**src/rtl/debounce_multi.sv**
```systemverilog
// Multi-channel push-button debouncer: per-channel synchroniser, stability counter,
// filtered level and one-cycle press/release strobes. Define LONG_PRESS_EN for long_press.
module debounce_multi #(
  parameter int N_CH          = 4,
  parameter int STABLE_CYCLES = 1000000,
  parameter int SYNC_STAGES   = 2,
  parameter int HOLD_CYCLES   = 100000000
) (
  input  logic            clk,
  input  logic            reset,
  input  logic [N_CH-1:0] button_in,
  output logic [N_CH-1:0] button_out,
  output logic [N_CH-1:0] rise_pulse,
  output logic [N_CH-1:0] fall_pulse
`ifdef LONG_PRESS_EN
  ,
  output logic [N_CH-1:0] long_press
`endif
);

  localparam int CNT_W = $clog2(STABLE_CYCLES);
  localparam logic [CNT_W-1:0] CNT_MAX = CNT_W'(STABLE_CYCLES - 1);

  if (STABLE_CYCLES < 2) begin : g_bad_stable
    $error("debounce_multi: STABLE_CYCLES must be at least 2");
  end
  if (SYNC_STAGES < 2) begin : g_bad_sync
    $error("debounce_multi: SYNC_STAGES must be at least 2");
  end
  if (HOLD_CYCLES < 1) begin : g_bad_hold
    $error("debounce_multi: HOLD_CYCLES must be at least 1");
  end

  logic [N_CH-1:0]  sync_r [SYNC_STAGES];
  logic [N_CH-1:0]  sync_q;
  logic [CNT_W-1:0] cnt [N_CH];
  logic [N_CH-1:0]  upd;

  always_ff @(posedge clk) begin
    if (reset) begin
      for (int s = 0; s < SYNC_STAGES; s++) sync_r[s] <= '0;
    end else begin
      sync_r[0] <= button_in;
      for (int s = 1; s < SYNC_STAGES; s++) sync_r[s] <= sync_r[s-1];
    end
  end

  assign sync_q = sync_r[SYNC_STAGES-1];

  // A channel flips on the edge its counter has already seen STABLE_CYCLES-1 differing samples.
  always_comb begin
    upd = '0;
    for (int i = 0; i < N_CH; i++) begin
      upd[i] = (sync_q[i] != button_out[i]) && (cnt[i] == CNT_MAX);
    end
  end

  always_ff @(posedge clk) begin
    if (reset) begin
      for (int i = 0; i < N_CH; i++) cnt[i] <= '0;
      button_out <= '0;
      rise_pulse <= '0;
      fall_pulse <= '0;
    end else begin
      rise_pulse <= '0;
      fall_pulse <= '0;
      for (int i = 0; i < N_CH; i++) begin
        if (sync_q[i] == button_out[i]) begin
          cnt[i] <= '0;
        end else if (upd[i]) begin
          cnt[i]        <= '0;
          button_out[i] <= sync_q[i];
          rise_pulse[i] <= sync_q[i];
          fall_pulse[i] <= ~sync_q[i];
        end else begin
          cnt[i] <= cnt[i] + 1'b1;
        end
      end
    end
  end

`ifdef LONG_PRESS_EN
  localparam int HOLD_W = $clog2(HOLD_CYCLES + 1);
  localparam logic [HOLD_W-1:0] HOLD_MAX  = HOLD_W'(HOLD_CYCLES);
  localparam logic [HOLD_W-1:0] HOLD_LAST = HOLD_W'(HOLD_CYCLES - 1);

  logic [HOLD_W-1:0] hold_cnt [N_CH];

  // The hold count clears on the release edge itself so long_press drops with button_out.
  always_ff @(posedge clk) begin
    if (reset) begin
      for (int i = 0; i < N_CH; i++) hold_cnt[i] <= '0;
      long_press <= '0;
    end else begin
      for (int i = 0; i < N_CH; i++) begin
        if (!button_out[i] || upd[i]) begin
          hold_cnt[i]   <= '0;
          long_press[i] <= 1'b0;
        end else if (hold_cnt[i] != HOLD_MAX) begin
          hold_cnt[i] <= hold_cnt[i] + 1'b1;
          if (hold_cnt[i] == HOLD_LAST) long_press[i] <= 1'b1;
        end
      end
    end
  end
`endif

endmodule

```
**config.mk**
```make
export PLATFORM = sky130hd
export DESIGN_NAME = debounce_multi
export DESIGN_NICKNAME = d
export VERILOG_FILES = /design/src/rtl/debounce_multi.sv
export SDC_FILE = /design/constraint.sdc
export NUM_CORES = 1
export LEC_CHECK = 0
export BUFFER_PORTS_ARGS = -buffer_cell sky130_fd_sc_hd__clkbuf_2
export CAP_MARGIN = 20
export CORE_UTILIZATION = 58
export CTS_BUF_LIST = sky130_fd_sc_hd__clkbuf_4
export CTS_CLUSTER_DIAMETER = 60
export DETAILED_ROUTE_END_ITERATION = 8
export PLACE_DENSITY = 0.78
export SYNTH_ARGS = -nofsm -noshare
export SYNTH_HDL_FRONTEND = slang
export SYNTH_SLANG_ARGS = --single-unit
export TNS_END_PERCENT = 10
```
**constraint.sdc**
```tcl
create_clock -name clk -period 1.94 [get_ports clk]
set_input_delay 0.097 -clock clk [delete_from_list [all_inputs] [get_ports clk]]
set_output_delay 0.097 -clock clk [all_outputs]
set_load 0.01 [all_outputs]
```
# After elaboration in Yosys (flattened, before gate mapping)
# Memory sizes are Yosys's and may differ from the RTL's.
# Index checks and enable logic that the tools add are counted.
totals:
  register_bits: 12
  mem_bits_rw: 88
  input_bits: 6
  output_inout_bits: 12
  word_cells: 129
  memories: 2
op_classes:
  addsub: 4
  eq_ne: 12
  n_mux: 61
  bitwise: 26
  reduce_logical: 12
memory_table:
  columns: ["memory", "depth", "word_bits", "rd", "rd_ports_with_merged_regs", "write_ports", "line", "source"]
  rows:
  - ["cnt", 4, 20, 4, 0, 4, "36", "logic [CNT_W-1:0] cnt [N_CH];"]
  - ["sync_r", 2, 4, 2, 0, 2, "34", "logic [N_CH-1:0] sync_r [SYNC_STAGES];"]
op_table:
  columns: ["operator", "n"]
  rows:
  - ["2-to-1 mux 20 bit", 12]
  - ["adder 20 x 1 -> 20 bit (second input constant)", 4]
  - ["equality test 20 bit (second input constant)", 4]
  - ["2-to-1 mux 1 bit", 47]
  - ["OR 1 bit", 14]
  - ["inverter 1 bit", 12]
  - ["OR reduction 3 bit", 4]
  - ["2-to-1 mux 4 bit", 2]
  - ["AND reduction 2 bit", 4]
  - ["equality test 1 bit", 4]
  - ["logical AND 1 bit", 4]
  - ["inequality test 1 bit", 4]

# Logic depth before layout (Yosys ltp)
# Gate-level depths: netlist (run 1).
depth:
  depth_word: 8
  depth_mapped: 6
  depth_no_buf: 5

# Worst setup path before layout (run 1)
# No wires, ideal clock.
synth_timing:
  path_kind: "register to register"
  startpoint: "memory cnt[3][0] (netlist name)"
  endpoint: "memory cnt[3][18] (netlist name) (data pin)"
  setup_ps: 150
  t_arrival_ps: 1954
  t_required_ps: 1790
  setup_slack_ps: -163
  stages_incl_launch_ff: 7
  n_path_buf: 1
  synth_period_minus_slack_ps: 2103
  cell_sequence: "edfxtp_1 ha_1 nand3_2 or4_1 clkbuf_1 or4_1 a21oi_1"
synth_lines:
  columns: ["element", "line"]
  rows:
  - ["from (decl)", "36"]

==> results of run 1 <==
## layout make-up
| class | count | area, µm² | share of cell area [%] |
|---|---|---|---|
| timing repair buffer | 79 | 561 | 8.99 |
| tap | 105 | 131 | 2.11 |
| multi-input combinational | 439 | 2520 | 40.5 |
| inverter | 16 | 60.1 | 0.963 |
| clock inverter | 7 | 91.3 | 1.46 |
| clock buffer | 9 | 67.6 | 1.08 |
| sequential | 100 | 2800 | 44.9 |
## logic make-up after synthesis
kind of cell    count (synthesis)  share of synthesized area, %
simple gates                  241                          26.1
flops                         100                          55.4
compound gates                 68                          7.33
xor+xnor                       46                          7.97
buf+inv                        28                          2.10
fa+ha+maj                       4                         0.990
other cells                     1                        0.0742
## synth_stat cells
| library cell | instances | area (µm²) |
|---|---|---|
| sky130_fd_sc_hd__nand2_1 | 31 | 116 |
| sky130_fd_sc_hd__or3_1 | 21 | 131 |
| sky130_fd_sc_hd__a21oi_1 | 34 | 170 |
| sky130_fd_sc_hd__and4_2 | 1 | 10.0 |
| sky130_fd_sc_hd__a31o_2 | 1 | 8.76 |
| sky130_fd_sc_hd__dfxtp_1 | 20 | 400 |
| sky130_fd_sc_hd__nand2b_1 | 9 | 56.3 |
| sky130_fd_sc_hd__nor2_1 | 56 | 210 |
| sky130_fd_sc_hd__nor4b_1 | 6 | 52.6 |
| sky130_fd_sc_hd__o21ai_1 | 3 | 15.0 |
| sky130_fd_sc_hd__o31ai_1 | 9 | 67.6 |
| sky130_fd_sc_hd__nand3_2 | 1 | 10.0 |
| sky130_fd_sc_hd__buf_2 | 1 | 5.00 |
| sky130_fd_sc_hd__or3_2 | 2 | 15.0 |
| sky130_fd_sc_hd__nor3_1 | 17 | 85.1 |
| sky130_fd_sc_hd__edfxtp_1 | 80 | 2400 |
| sky130_fd_sc_hd__nor3b_1 | 4 | 30.0 |
| sky130_fd_sc_hd__nor2b_1 | 9 | 56.3 |
| sky130_fd_sc_hd__nor4_1 | 9 | 56.3 |
| sky130_fd_sc_hd__or4_1 | 16 | 120 |
| sky130_fd_sc_hd__nand4b_1 | 2 | 17.5 |
| sky130_fd_sc_hd__or2_2 | 2 | 12.5 |
| sky130_fd_sc_hd__o21ai_2 | 1 | 8.76 |
| sky130_fd_sc_hd__xor2_1 | 13 | 114 |
| sky130_fd_sc_hd__clkbuf_1 | 11 | 41.3 |
| sky130_fd_sc_hd__nand4_2 | 2 | 25.0 |
| sky130_fd_sc_hd__inv_1 | 16 | 60.1 |
| sky130_fd_sc_hd__nand4_1 | 16 | 100 |
| sky130_fd_sc_hd__nor4bb_1 | 1 | 10.0 |
| sky130_fd_sc_hd__and3_1 | 6 | 37.5 |
| sky130_fd_sc_hd__ha_1 | 4 | 50.1 |
| sky130_fd_sc_hd__xnor2_1 | 33 | 289 |
| sky130_fd_sc_hd__and2_1 | 4 | 25.0 |
| sky130_fd_sc_hd__and4_1 | 3 | 26.3 |
| sky130_fd_sc_hd__o21ai_0 | 20 | 100 |
| sky130_fd_sc_hd__conb_1 | 1 | 3.75 |
| sky130_fd_sc_hd__nand3_1 | 23 | 115 |
## flip-flops by register name (all words and copies together) (netlist names)
register / cells
sync_r: 8
cnt: 80
fall_pulse: 4
button_out: 4
rise_pulse: 4
## placed cells by master (no fill, tap or decap), drive strengths merged, types with 6 or more instances in the layout
master / n
a21oi: 34
and3: 6
buf: 58
clkbuf: 26
conb: 80
dfxtp: 20
edfxtp: 80
inv: 16
nand2: 31
nand2b: 9
nand3: 24
nand4: 18
nor2: 56
nor2b: 9
nor3: 17
nor4: 9
nor4b: 6
o21ai: 24
o31ai: 9
or3: 23
or4: 16
xnor2: 33
xor2: 13
## worst reg2reg max path: cells and delay by family (launching register included)
kind                   cells  cell delay [ns]
AOI/OAI and AO/OA          1             0.17
buffers and inverters      1             0.14
DFF                        1             0.43
and+or+nand+nor            3             1.02
## stage by stage
step / TNS [ns] / cell area (µm²) / instances
global route: -0.201 / 6240 / 755
detailed placement: -0.0871 / 5980 / 735
floorplan: -1.02 / 5380 / 567
global placement: 0 / 5980 / 735
finish: 0 / 6240 / 755
CTS: -0.0184 / 6200 / 755
## repair_timing
item | in CTS | in global routing
endpoints found under the setup margin | 11 | 65
gates resized for setup | 6 | 7
hold buffers | 4 | 0
pin swaps | 0 | 2
endpoints found under the hold margin | 4 | 0
## how the worst max path moves through the flow
stage	start	to	slack (ns)	cells after the start
finish	cnt[3][0]$_SDFFCE_PN0P_	cnt[3][19]$_SDFFCE_PN0P_	0.02	5
global route	cnt[3][0]$_SDFFCE_PN0P_	cnt[3][19]$_SDFFCE_PN0P_	-0.07	5
CTS	cnt[3][1]$_SDFFCE_PN0P_	cnt[3][18]$_SDFFCE_PN0P_	-0.02	5
detailed placement	cnt[3][1]$_SDFFCE_PN0P_	cnt[3][18]$_SDFFCE_PN0P_	-0.03	5
global placement	cnt[3][1]$_SDFFCE_PN0P_	cnt[3][18]$_SDFFCE_PN0P_	0.01	5
floorplan	cnt[1][12]$_SDFFCE_PN0P_	cnt[1][10]$_SDFFCE_PN0P_	-0.06	5
## routing by layer
metal  vias up  track usage (%)  wire [µm]
li1       2037                -          -
met1      1880             28.9       4470
met2        61             40.5       4900
met3        15             3.91        269
met4         0             9.60        170
met5         -                0          0
## power groups by stage
stage / registers (mW) / logic [mW] / clock network (mW)
floorplan: 2.50 / 0.137 / 0
global placement: 2.50 / 0.227 / 0
detailed placement: 2.51 / 0.235 / 0
CTS: 2.46 / 0.244 / 1.23
global route: 2.48 / 0.282 / 1.31
finish: 2.46 / 0.252 / 1.22
==> results.sh, run 1 <==
export IMPL_status="complete, no violations"
export IMPL_worst_ep_required_time_ns=2.23
export IMPL_worstHoldEndpoint="button_out[3]$_SDFFE_PP0P_"
export IMPL_clock_power_share_pct=31.0
export IMPL_floorplan_initialDensity_pct=60.6
export IMPL_n_fill_cell=598
export IMPL_worst_r2r_endpoint="cnt[3][19]$_SDFFCE_PN0P_"
export IMPL_setup_slack_ns=0.0244
export IMPL_min_from="reset"
export IMPL_hold_path_depth=2
export IMPL_min_delay_path_class="in -> reg"
export IMPL_final_layout_size_suffix_gt1_share_pct=17.5
export IMPL_critical_path_max_fanout=8
export IMPL_clock_tree_root_cell="sky130_fd_sc_hd__clkbuf_4"
export IMPL_irDropWorstVdd_mv=0.348
export IMPL_floorplan_rows=33
export IMPL_power_per_cell_area_nw_per_um2=631
export IMPL_power_combinational_fraction_pct=6.4
export IMPL_critPathMaxStageDelay_ns=0.49
export IMPL_final_antenna_net_count=0
export IMPL_reg2reg_from="cnt[3][0]$_SDFFCE_PN0P_"
export IMPL_post_route_fraction_of_the_period_consumed_by_the_critical_path_pct=98.7
export IMPL_path_buf_inv=1
export IMPL_layout_nets=655
export IMPL_post_drt_via_cell_ratio=5.29
export IMPL_cpMaxStageDelayCell="sky130_fd_sc_hd__or4_4"
export IMPL_total_leakage_power_nw=2.19
export IMPL_vias=3993
export IMPL_tritoncts="done"
export IMPL_drt_pass1_iter_count=4
export IMPL_cts_setup_buffers=0
export IMPL_cts_max_level=3
export IMPL_synth_yosys_seq_area_share_pct=55.4
export IMPL_die_height_um=95.4
export IMPL_r2r_slack_ns=0.02
export IMPL_clock_sinks=100
export IMPL_place_worst_setup_slack_ns=-0.0334
export IMPL_share_seq_of_total_power_pct=62.6
export IMPL_max_cap_violations=0
export IMPL_number_of_cell_instances_on_the_worst_register_to_register_path=5
export IMPL_clkLatencyLatePin_ns=0.45
export IMPL_gr_usage_all_layers_pct=23.4
export IMPL_critical_path_cell_chain="buf_4 > nand4_1 > or4_4 > or4_1 > a21oi_1"
export IMPL_fin_util_pct=74.8
export IMPL_total_power_mw=3.93
export IMPL_intPower_mw=3.02
export IMPL_worst_setup_hold_path_clk_slew_ns=0.15
export IMPL_worstPathArrival_ns=2.21
export IMPL_syn_avg_cell_area_um2=10.4
export IMPL_area_growth_syn_to_layout_pct=23.4
export IMPL_coreArea_um2=8340
export IMPL_final_max_slew_viol_count=0
export IMPL_place_congestion=0.850
export IMPL_totalWireLength_um=9810
export IMPL_timing_critical_path_max_delay_family="simple AND/OR/NAND/NOR gates"
export IMPL_dieWidth_um=95.4
export IMPL_synth_cell_area_um2=5050
export IMPL_setup_violations=0
export IMPL_largest_net_degree_at_the_start_of_global_routing=18
export IMPL_wirelength_per_cell_um=13.0
export IMPL_cts_path_max_buffers=2
export IMPL_route_detailed_drc=0
export IMPL_tritoncts_num_buffers=9
export IMPL_grt_pass1_vias=3903
export IMPL_worst_setup_path_end_kind="flip-flop"
export IMPL_fin_worst_hold_slack_ns=0.0947
export IMPL_grt_ovfl_total=0
export IMPL_timing_worst_setup_path_type="reg -> reg"
export IMPL_ys_ff_latch=100
export IMPL_critical_path_startpoint_type="flip-flop"
export IMPL_power_switching_fraction_pct=23.2
export IMPL_num_antenna_cells=0
export IMPL_timing_final_crit_period_ns=1.92
export IMPL_clock_skew_final_ns=0.0189
export IMPL_grt_first_pass_wirelength_um=16500
export IMPL_numPortBuffers=17
export IMPL_hpwlAfterDp_um=7480
export IMPL_top_level_port_count=18
export IMPL_netlist_instances=488
export IMPL_drt_iter0_drc=131
export IMPL_yosys_warnings=0
export IMPL_final_hold_violation_count=0
export IMPL_yosysUniqueCellTypes=37
export IMPL_initial_antenna_violation_count=0
export IMPL_p_sw_uw=912
export IMPL_design_die_area_um2=9090
export IMPL_achievable_frequency_mhz=522
export IMPL_grt_setup_unrepaired="true"
No activity file was read; power rests on OpenSTA's default activity.
==> run 2: changes to the inputs <==
==> config.mk (replaced) <==
export PLATFORM = sky130hd
export DESIGN_NAME = debounce_multi
export DESIGN_NICKNAME = d
export VERILOG_FILES = /design/src/rtl/debounce_multi.sv
export SDC_FILE = /design/constraint.sdc
export NUM_CORES = 1
export LEC_CHECK = 0
export ABC_AREA = 1
export CAP_MARGIN = 20
export CORE_UTILIZATION = 60
export CTS_BUF_LIST = sky130_fd_sc_hd__clkbuf_4
export CTS_CLUSTER_DIAMETER = 60
export DETAILED_ROUTE_END_ITERATION = 8
export DONT_BUFFER_PORTS = 1
export PLACE_DENSITY = 0.79
export SYNTH_ARGS = -nofsm -noshare
export SYNTH_HDL_FRONTEND = slang
export SYNTH_SLANG_ARGS = --single-unit
export TNS_END_PERCENT = 10
==> run 2 against run 1 <==
Cell area shrank 0.52%. Combinational power down 13%. Count of clock-buffer cells in the layout rose by 1. Wire length up 6.6%. Synthesized area is 10% higher. First-iteration DRC count is 24% higher. Cell count is 20% higher. Clock power decreased by 12%. Worst setup slack improved by 0.13 ns. Power decreased by 4.1%. Global-route usage fell by 0.30 points. Largest cell class unchanged.
==> results.sh, run 2 <==
export IMPL_cts_setup_buffers=0
export IMPL_grt_ovfl_total=0
export IMPL_critical_path_max_fanout=20
export IMPL_grt_first_pass_wirelength_um=18100
export IMPL_place_congestion=0.859
export IMPL_layout_cells_non_filler=904
export IMPL_cts_path_max_buffers=2
export IMPL_die_height_um=98.4
export IMPL_min_delay_path_class="in -> reg"
export IMPL_yosys_warnings=0
export IMPL_worst_ep_required_time_ns=2.14
export IMPL_worst_setup_hold_path_clk_slew_ns=0.13
export IMPL_tritoncts_num_buffers=9
export IMPL_max_cap_violations=0
export IMPL_total_leakage_power_nw=2.34
export IMPL_syn_avg_cell_area_um2=7.98
export IMPL_design_die_area_um2=9680
export IMPL_dpl_cell_area_um2=6000
export IMPL_clock_tree_root_cell="sky130_fd_sc_hd__clkbuf_4"
export IMPL_final_design_area_no_fill_um2=6210
export IMPL_irDropWorstVdd_mv=0.402
export IMPL_fin_worst_hold_slack_ns=0.305
export IMPL_async_flop_share_pct=0
export IMPL_cts_max_level=3
export IMPL_fin_setup_tns_ns=0
export IMPL_layout_cells_most_common="sky130_fd_sc_hd__nand2_1"
export IMPL_numPortBuffers=0
export IMPL_power_per_cell_area_nw_per_um2=608
export IMPL_n_fill_cell=745
export IMPL_wirelength_per_cell_um=11.6
export IMPL_largest_net_degree_at_the_start_of_global_routing=21
export IMPL_num_antenna_cells=0
export IMPL_worstPathArrival_ns=1.99
export IMPL_synth_cell_area_um2=5580
export IMPL_final_antenna_net_count=0
export IMPL_vias=4512
export IMPL_clock_sinks=100
export IMPL_post_drt_via_cell_ratio=4.99
export IMPL_final_layout_size_suffix_gt1_share_pct=5.28
export IMPL_clock_skew_final_ns=0.0172
export IMPL_largest_register_by_flop_count="cnt"
export IMPL_synth_yosys_seq_area_share_pct=50.3
export IMPL_floorplan_initialDensity_pct=63.0
export IMPL_gr_usage_all_layers_pct=23.1
export IMPL_floorplan_rows=34
export IMPL_achievable_frequency_mhz=559
export IMPL_synth_most_common_cell="sky130_fd_sc_hd__nand2_1"
export IMPL_synth_top_flop_cell="sky130_fd_sc_hd__edfxtp_1"
export IMPL_grt_setup_unrepaired="false"
export IMPL_area_growth_syn_to_layout_pct=11.3
export IMPL_synth_largest_type_area_fraction_pct=43.1
export IMPL_drt_iter0_drc=162
export IMPL_post_route_fraction_of_the_period_consumed_by_the_critical_path_pct=92.3
export IMPL_grt_pass1_vias=4404
export IMPL_synthTopCellsByCount="179 x sky130_fd_sc_hd__nand2_1, 175 x sky130_fd_sc_hd__nor2_1, 80 x sky130_fd_sc_hd__edfxtp_1"
export IMPL_top_level_port_count=18
export IMPL_coreArea_um2=8850
export IMPL_status="complete, no violations"
export IMPL_yosysUniqueCellTypes=31
export IMPL_hpwlAfterDp_um=7940
export IMPL_final_hold_violation_count=0
export IMPL_route_detailed_drc=0
export IMPL_netlist_instances=699
export IMPL_timing_worst_setup_path_type="reg -> reg"
export IMPL_critical_path_startpoint_type="flip-flop"
export IMPL_layout_nets=801
export IMPL_worst_setup_path_end_kind="flip-flop"
export IMPL_synth_area_leader_cell="sky130_fd_sc_hd__edfxtp_1"
export IMPL_dieWidth_um=98.4
export IMPL_initial_antenna_violation_count=0
export IMPL_totalWireLength_um=10500
export IMPL_timing_final_crit_period_ns=1.79
export IMPL_ys_ff_latch=100
export IMPL_clkLatencyLatePin_ns=0.45
export IMPL_synth_edf_count=80
export IMPL_drt_pass1_iter_count=6
export IMPL_placed_cells_incl_taps=883
export IMPL_final_max_slew_viol_count=0
export IMPL_largest_reg_flops=80
export IMPL_tritoncts="done"
export IMPL_post_synth_main_area_contributors="sky130_fd_sc_hd__edfxtp_1 43%, sky130_fd_sc_hd__nand2_1 12%, sky130_fd_sc_hd__nor2_1 12%, sky130_fd_sc_hd__dfxtp_1 7.2%, sky130_fd_sc_hd__inv_1 4.4%"
export IMPL_largest_registers="cnt x80, sync_r x8"
export IMPL_final_cell_mix="179 x sky130_fd_sc_hd__nand2_1, 175 x sky130_fd_sc_hd__nor2_1, 80 x sky130_fd_sc_hd__edfxtp_1, 80 x sky130_fd_sc_hd__conb_1, 65 x sky130_fd_sc_hd__inv_1"
export IMPL_setup_violations=0
## run 2: final timing paths
| check | start | end | slack [ns] | depth (start not counted) |
|---|---|---|---|---|
| setup / recovery | cnt[0][1]$_SDFFCE_PN0P_ | cnt[0][18]$_SDFFCE_PN0P_ | 0.15 | 8 |
| hold / removal | button_in[3] | sync_r[0][3]$_SDFF_PP0_ | 0.30 | 3 |
| setup reg to reg | cnt[0][1]$_SDFFCE_PN0P_ | cnt[0][18]$_SDFFCE_PN0P_ | 0.15 | 8 |
| hold reg to reg | sync_r[0][3]$_SDFF_PP0_ | sync_r[0][7]$_SDFF_PP0_ | 0.40 | 2 |
## run 2: logic make-up (layout without fill, tap and decap cells)
logic type	after synthesis	count (layout)	share of synthesized area (%)
fa+ha+maj	4	4	0.898
xor+xnor	38	38	5.97
flops	100	100	50.3
compound gates	38	38	3.68
simple gates	443	443	33.3
buf+inv	75	93	5.77
other cells	1	80	0.0673
## run 2: stage by stage
| step | worst slack (ns) | util [%] | power, mW |
|---|---|---|---|
| floorplan | 0.349 | - | 2.67 |
| global placement | 0.162 | 67.8 | 2.71 |
| detailed placement | 0.0236 | 67.8 | 2.73 |
| CTS | 0.0171 | 69.9 | 3.77 |
| global route | 0.0109 | 70.1 | 3.90 |
| finish | 0.150 | 70.1 | 3.77 |
## run 2: layout make-up
class                   count  area, µm²  area share, %
flip-flops and latches    100       2800           45.2
multi-input cells         603       2770           44.7
inverters                  67        253           4.07
well taps                 108        135           2.18
repair buffers             10        113           1.81
clock buffers              10       75.1           1.21
clock inverters             6       55.1          0.887
## run 2: routing by layer
| metal | global-route usage [%] | part of all wire, % |
|---|---|---|
| met3 | 4.01 | 4.0 |
| met2 | 41.4 | 49 |
| met1 | 27.8 | 45 |
| met5 | 0 | 0 |
| met4 | 8.50 | 1.6 |
## run 2: timing repair
item,CTS,global route
hold buffers,5,0
endpoints found under the hold margin,15,0
resized for setup,0,5
endpoints found under the setup margin,0,59
## run 2: power by group
group / internal (mW) / switching, mW / leakage [nW] / total (mW)
sequential: 2.39 / 0.0851 / 0.988 / 2.48
clock: 0.397 / 0.677 / 0.0729 / 1.07
combinational: 0.0771 / 0.143 / 1.28 / 0.220
## run 2: critical path, stage by stage (launching register included)
cell,delay [ns]
sky130_fd_sc_hd__edfxtp_1,0.42
sky130_fd_sc_hd__ha_1,0.31
sky130_fd_sc_hd__nand3_2,0.14
sky130_fd_sc_hd__inv_1,0.09
sky130_fd_sc_hd__nand2_1,0.06
sky130_fd_sc_hd__nor2_2,0.16
sky130_fd_sc_hd__nand2_2,0.10
sky130_fd_sc_hd__nand2_4,0.21
sky130_fd_sc_hd__a21oi_1,0.07
